**src/rtl/adc_pkg.sv**
```systemverilog
// Shared types, frame constants and the offset-binary to PCM conversion for
// the MCP3202 stereo capture path.
package adc_pkg;

  typedef enum logic [1:0] {
    IDLE,
    SHIFT,
    GAP,
    PUBLISH
  } adc_state_e;

  localparam int ADC_FRAME_BITS = 17;
  localparam int ADC_NULL_EDGE  = 5;
  localparam int ADC_CMD_BITS   = 4;

  // Offset-binary 12-bit code to signed 16-bit PCM, left-justified.
  function automatic logic [15:0] adc_to_pcm(input logic [11:0] raw);
    return {~raw[11], raw[10:0], 4'b0000};
  endfunction

endpackage

```
**src/rtl/adc_dc_block.sv**
```systemverilog
// Per-channel DC-removal filter: a leaky running mean subtracted from each
// sample. Only instantiated when ADC_DC_BLOCK_EN is defined.
module adc_dc_block #(
  parameter int DC_SHIFT = 10
) (
  input  logic        clk,
  input  logic        reset_n,
  input  logic        en,
  input  logic [15:0] pcm,
  output logic [15:0] dout
);

  localparam int AW = 17 + DC_SHIFT;

  logic signed [AW-1:0] acc;
  logic        [16:0]   mean;
  logic        [17:0]   diff;
  logic        [15:0]   diff_sat;

  always_comb begin
    mean = 17'(acc >>> DC_SHIFT);
    diff = {pcm[15], pcm[15], pcm} - {mean[16], mean};
    // Clamp to the 16-bit range when the top three bits disagree.
    if (diff[17:15] == 3'b000 || diff[17:15] == 3'b111) diff_sat = diff[15:0];
    else if (diff[17])                                  diff_sat = 16'h8000;
    else                                                diff_sat = 16'h7fff;
  end

  always_ff @(posedge clk or negedge reset_n) begin
    if (!reset_n) begin
      acc  <= '0;
      dout <= '0;
    end else if (en) begin
      acc  <= acc + {{(AW-18){diff[17]}}, diff};
      dout <= diff_sat;
    end
  end

endmodule

```
**src/rtl/adc_spi_sampler.sv**
```systemverilog
// Periodic two-channel MCP3202 SPI capture producing a stereo PCM pair.
// Optional DC removal on both channels when ADC_DC_BLOCK_EN is defined.
module adc_spi_sampler
  import adc_pkg::*;
#(
  parameter int SCLK_HALF  = 7,
  parameter int CS_GAP     = 14,
  parameter int SAMPLE_DIV = 563,
  parameter int DC_SHIFT   = 10
) (
  input  logic             clk,
  input  logic             reset_n,
  output logic             adc_clk,
  output logic             adc_cs,
  output logic             adc_mosi,
  input  logic             adc_miso,
  output logic [1:0][15:0] audio_sample_word,
  output logic             sample_valid,
  output logic             busy
);

  localparam int PW     = $clog2(SAMPLE_DIV);
  localparam int HW     = $clog2(SCLK_HALF);
  localparam int GW     = (CS_GAP > 1) ? $clog2(CS_GAP) : 1;
  localparam int HALVES = 2 * ADC_FRAME_BITS;

  if (SCLK_HALF < 3 || CS_GAP < 1 || DC_SHIFT < 1 ||
      SAMPLE_DIV < 2 * (HALVES * SCLK_HALF + CS_GAP) + 3) begin : g_param_check
    $error("adc_spi_sampler: parameter constraints violated");
  end

  adc_state_e       state, state_nx;
  logic [PW-1:0]    period_cnt;
  logic [HW-1:0]    half_cnt;
  logic [5:0]       half_idx;
  logic [GW-1:0]    gap_cnt;
  logic             chan;
  logic             miso_meta, miso_sync;
  logic [1:0][11:0] raw;
  logic [3:0]       cmd;
  logic [4:0]       bit_idx;
  logic             tick, half_end, frame_end, gap_end, publish;

  assign tick      = (period_cnt == PW'(SAMPLE_DIV - 1));
  assign half_end  = (half_cnt == HW'(SCLK_HALF - 1));
  assign frame_end = half_end && (half_idx == 6'(HALVES - 1));
  assign gap_end   = (gap_cnt == GW'(CS_GAP - 1));
  assign bit_idx   = half_idx[5:1];

  always_ff @(posedge clk or negedge reset_n) begin
    if (!reset_n) period_cnt <= '0;
    else if (tick) period_cnt <= '0;
    else           period_cnt <= period_cnt + 1'b1;
  end

  always_ff @(posedge clk or negedge reset_n) begin
    if (!reset_n) state <= IDLE;
    else          state <= state_nx;
  end

  always_comb begin
    state_nx = state;
    adc_cs   = 1'b1;
    adc_clk  = 1'b0;
    adc_mosi = 1'b0;
    busy     = 1'b0;
    publish  = 1'b0;
    cmd      = {1'b1, chan, 2'b11};  // bit0 start, bit1 SGL, bit2 ODD, bit3 MSBF
    case (state)
      IDLE:    if (tick) state_nx = SHIFT;
      SHIFT: begin
        adc_cs   = 1'b0;
        adc_clk  = half_idx[0];
        adc_mosi = (bit_idx < 5'(ADC_CMD_BITS)) && cmd[bit_idx[1:0]];
        busy     = 1'b1;
        if (frame_end) state_nx = GAP;
      end
      GAP: begin
        busy = 1'b1;
        if (gap_end) state_nx = chan ? PUBLISH : SHIFT;
      end
      PUBLISH: begin
        publish  = 1'b1;
        state_nx = IDLE;
      end
      default: state_nx = IDLE;
    endcase
  end

  // SPI timing counters; both rest at zero outside their own state.
  always_ff @(posedge clk or negedge reset_n) begin
    if (!reset_n) begin
      half_cnt <= '0;
      half_idx <= '0;
      gap_cnt  <= '0;
      chan     <= 1'b0;
    end else begin
      if (state != SHIFT) begin
        half_cnt <= '0;
        half_idx <= '0;
      end else if (half_end) begin
        half_cnt <= '0;
        half_idx <= half_idx + 1'b1;
      end else begin
        half_cnt <= half_cnt + 1'b1;
      end
      gap_cnt <= (state == GAP) ? gap_cnt + 1'b1 : '0;
      if (state == GAP && gap_end) chan <= ~chan;
    end
  end

  // MISO is sampled at the end of each high phase; edges up to the null bit are dropped.
  always_ff @(posedge clk or negedge reset_n) begin
    if (!reset_n) begin
      miso_meta <= 1'b0;
      miso_sync <= 1'b0;
      raw       <= '0;
    end else begin
      miso_meta <= adc_miso;
      miso_sync <= miso_meta;
      if (state == SHIFT && half_idx[0] && half_end && bit_idx >= 5'(ADC_NULL_EDGE))
        raw[chan] <= {raw[chan][10:0], miso_sync};
    end
  end

  // sample_valid is a one-cycle strobe with no back-pressure; audio_sample_word
  // is stable while it is high and holds until the next strobe.
`ifdef ADC_DC_BLOCK_EN
  for (genvar i = 0; i < 2; i++) begin : g_dc
    logic [15:0] pcm;
    assign pcm = adc_to_pcm(raw[i]);
    adc_dc_block #(.DC_SHIFT(DC_SHIFT)) u_dc (
      .clk     (clk),
      .reset_n (reset_n),
      .en      (publish),
      .pcm     (pcm),
      .dout    (audio_sample_word[i])
    );
  end

  always_ff @(posedge clk or negedge reset_n) begin
    if (!reset_n) sample_valid <= 1'b0;
    else          sample_valid <= publish;
  end
`else
  always_ff @(posedge clk or negedge reset_n) begin
    if (!reset_n) begin
      audio_sample_word <= '0;
    end else if (state == GAP && gap_end && chan) begin
      audio_sample_word[0] <= adc_to_pcm(raw[0]);
      audio_sample_word[1] <= adc_to_pcm(raw[1]);
    end
  end

  assign sample_valid = publish;
`endif

endmodule

```
**config.mk**
```make
export PLATFORM = sky130hd
export DESIGN_NAME = adc_spi_sampler
export DESIGN_NICKNAME = d
export VERILOG_FILES = /design/src/rtl/adc_pkg.sv /design/src/rtl/adc_dc_block.sv /design/src/rtl/adc_spi_sampler.sv
export SDC_FILE = /design/constraint.sdc
export NUM_CORES = 1
export LEC_CHECK = 0
export BUFFER_PORTS_ARGS = -buffer_cell sky130_fd_sc_hd__buf_4
export CAP_MARGIN = 10
export CORE_ASPECT_RATIO = 1.25
export CORE_UTILIZATION = 30
export DETAILED_ROUTE_END_ITERATION = 8
export SKIP_LAST_GASP = 1
export SYNTH_ARGS = -nofsm -noshare
export SYNTH_HDL_FRONTEND = slang
export SYNTH_SLANG_ARGS = --single-unit
```
**constraint.sdc**
```tcl
create_clock -name clk -period 1.9 [get_ports clk]
set_clock_uncertainty 0.05 [all_clocks]
set_input_delay 0.095 -clock clk [delete_from_list [all_inputs] [get_ports clk]]
set_output_delay 0.095 -clock clk [all_outputs]
set_load 0.05 [all_outputs]
```
==> reports/qor.csv <==
stage;metric;value;unit
synth;synth_top_cell_by_area;dfrtp_1;
timing;drv_slew;0;
setup_path;cp_top_family;flip-flops;
synth;ys_seq_area_share;57.25;%
synth;synth_flop_cell;dfrtp_1;
min_path;worstHoldPathType;in -> async;
synth;synth_top_family_by_area;simple AND/OR/NAND/NOR gates;
synth;synth_cell_types;43;
flow_run;maxCapViolCount;0;
placed_design;dp_hpwl;3714;um
setup_path;critPathArrivalTime;1.65;ns
setup_path;startpoint_type;register;
setup_path;cp.required;1.75;ns
synth;synth.cell_area;3322;um2
cts;h-tree-depth;3;
synth;syn_avg_cell_area;11.42;um2
timing;worst_slack;0.1063;ns
pwr;p_leak;2.079;nW
placed_design;place_congestion;0.7102;
synth;synth_xor_area_share;4.218;%
cts;clk_pin_slew;0.06;ns
timing;setup_viol;0;
timing;hold_viol;0;
global_routing;antenna_found_initial;0;
cts;root_buffer;clkbuf_16;
cts;postCtsSetupBuffers;0;
final_layout;seq_area;1902;um2
route;drcViolationCount;0;
pwr;power.switching;0.7158;mW
synth;muxShareOfSynthArea;9.605;%
synth;synthAdderAreaFrac;3.766;%
final_layout;final_cells;469;
placed_design;placed_area;3707;um2
final_layout;area_growth;23.09;%
synth;synth_common_cells;dfrtp_1, nand2_1, nor2_1;
setup_path;crit_fanout;5;
synth;synth_top_area_share;57.25;%
cts;clkSinkCount;76;
pwr;netSwitchingFraction;19.76;%
final_layout;antenna-diode-count;0;
final_layout;nNetsFinal;346;
global_routing;grt_max_degree;42;
final_layout;multi_input_area;1320;um2
setup_path;slowest_stage;dfrtp_1;
route;drt-total-wl;5610;um
timing;whs;0.2543;ns
synth;synthArstFlopShare;100.0;%
synth;synth-simple-area-share;17.06;%
setup_path;cp-end-kind;primary output;
timing;clock.fmax;0.5575;GHz
floorplan;rows;42;
route;drt-wirelength-per-cell;11.96;um
placed_design;io_buffer_count;31;
timing;tns;0;ns
placed_design;dp_slack;0.1065;ns
timing;relSlewSlack;64.43;%
pwr;p_int;2.907;mW
pwr;ir_drop;0.4016;mV
timing;finalCritPeriodShare;94.40;%
global_routing;grt_pass1_vias;2090;
global_routing;grt.total_usage;11.40;%
synth;yosysWarnings;0;
pwr;power_density;886.1;nW/um2
timing;finalCriticalPeriod;1.794;ns
final_layout;drive_gt1_share;24.04;%
pwr;power.total;3.623;mW
final_layout;nFillCells;1038;
timing;rsz0062_at_grt;false;
cts;cts_tree;done;
floorplan;die_h;119.7;um
floorplan;die-area;11500;um2
route;vias;2063;
synth;ys_seq_elements;76;
setup_path;cp_cell_sequence;ha_1, buf_4, inv_1, nor4b_4, buf_6;
final_layout;fin_util;38.33;%
status;status;finished clean;
floorplan;die_x;96.12;um
pwr;pwr-share-seq;44.8;%
synth;synth_compound_area_share;3.427;%
global_routing;grt_pass1_wl;9956;um
final_layout;design_area;4089;um2
synth;synth_edf_count;0;
floorplan;initial_core_util;31.14;%
route;drt_pass1_iterations;4;
pwr;power.share.clock;53.1;%
route;ant_nets;0;
cts;cts_buffer_depth;2;
cts;clock_latency;0.33;ns
setup_path;worstSetupPathType;reg -> out;
synth;yosys-top-cells-area;dfrtp_1, nand2_1, mux2_4;
route;viasPerCell;4.399;
synth;syn_inst;291;
floorplan;io_pins;40;
pwr;combinationalPowerShare;2.1;%
floorplan;core;10670;um2
setup_path;path_buf_inv;3;
cts;cts_buffers;9;
route;drtIter0Drc;72;
global_routing;grt_overflow;0;
placed_design;dp_cells;452;
timing;tightest_slew;0.5336;ns
setup_path;slowest_delay;0.42;ns
[power groups by stage]
| stage | Clock [mW] | Combinational, mW | Sequential, mW |
|---|---|---|---|
| after floorplan | 0 | 0.0471 | 1.65 |
| after global placement | 0 | 0.0741 | 1.65 |
| after detailed placement | 0 | 0.0750 | 1.65 |
| after CTS | 1.98 | 0.0786 | 1.62 |
| after global routing | 2.06 | 0.0857 | 1.62 |
| final | 1.92 | 0.0760 | 1.62 |
[layout by cell type (no fill, tap or decap), drive strengths merged, types with 2 or more instances in the layout]
cell type	instances
nor2b	2
dfrtp	76
and2	4
o41ai	2
buf	39
nand4	5
and3	5
clkbuf	9
nor2	18
mux2	25
clkinvlp	2
nand3	5
a211oi	3
dlygate4sd3	2
xor2	8
bufinv	3
nand2	76
inv	9
o21ai	3
ha	10
xnor2	8
conb	8
[area by class of cell]
| type | instances | area share (%) |
|---|---|---|
| multi-input combinational | 196 | 32.28 |
| inverter | 9 | 0.8262 |
| clock buffer | 9 | 5.508 |
| tap | 132 | 4.039 |
| sequential | 76 | 46.51 |
| clock inverter | 6 | 2.785 |
| timing repair buffer | 41 | 8.048 |
[kinds of logic after synthesis]
group                      after synthesis
buffers and inverters                   26
xor gates and xnor gates                16
AOI/OAI and AO/OA                       12
and+or+nand+nor                        125
muxes                                   25
DFF                                     76
other                                    1
adders and majority gates               10
[flip-flops by register name (all words and copies together), names as in the netlist, 2 cells and up]
signal and count:
period_cnt 10, audio_sample_word 24, gap_cnt 4, state 2, raw 24, half_cnt 3
half_idx 6
[final timing paths]
kind | from | end | slack [ns] | cells after the start
max in group asynchronous | reset_n | miso_meta | 0.97 | 3
setup / recovery | state[0] | adc_mosi | 0.11 | 5
hold reg to reg | miso_meta | miso_sync | 0.36 | 0
min in group clk | miso_meta | miso_sync | 0.36 | 0
hold / removal | reset_n | audio_sample_word[23] | 0.25 | 2
setup reg to reg | half_cnt[0] | raw[1] | 0.12 | 4
[per-layer routing]
layer | up-vias | part of all wire (%) | global-route usage [%]
met5 | - | 0 | 0
met1 | 989 | 51 | 15.12
met2 | 43 | 44 | 16.84
li1 | 1025 | - | -
met4 | 0 | 1.4 | 4.198
met3 | 6 | 3.8 | 4.183
[repair_timing]
action	in CTS	in global routing
setup endpoints to repair	1	4
hold buffers	2	0
endpoints found under the hold margin	41	0
cloned	0	0
gates resized for setup	1	3
Note: power is estimated with default switching activity, not from simulation.
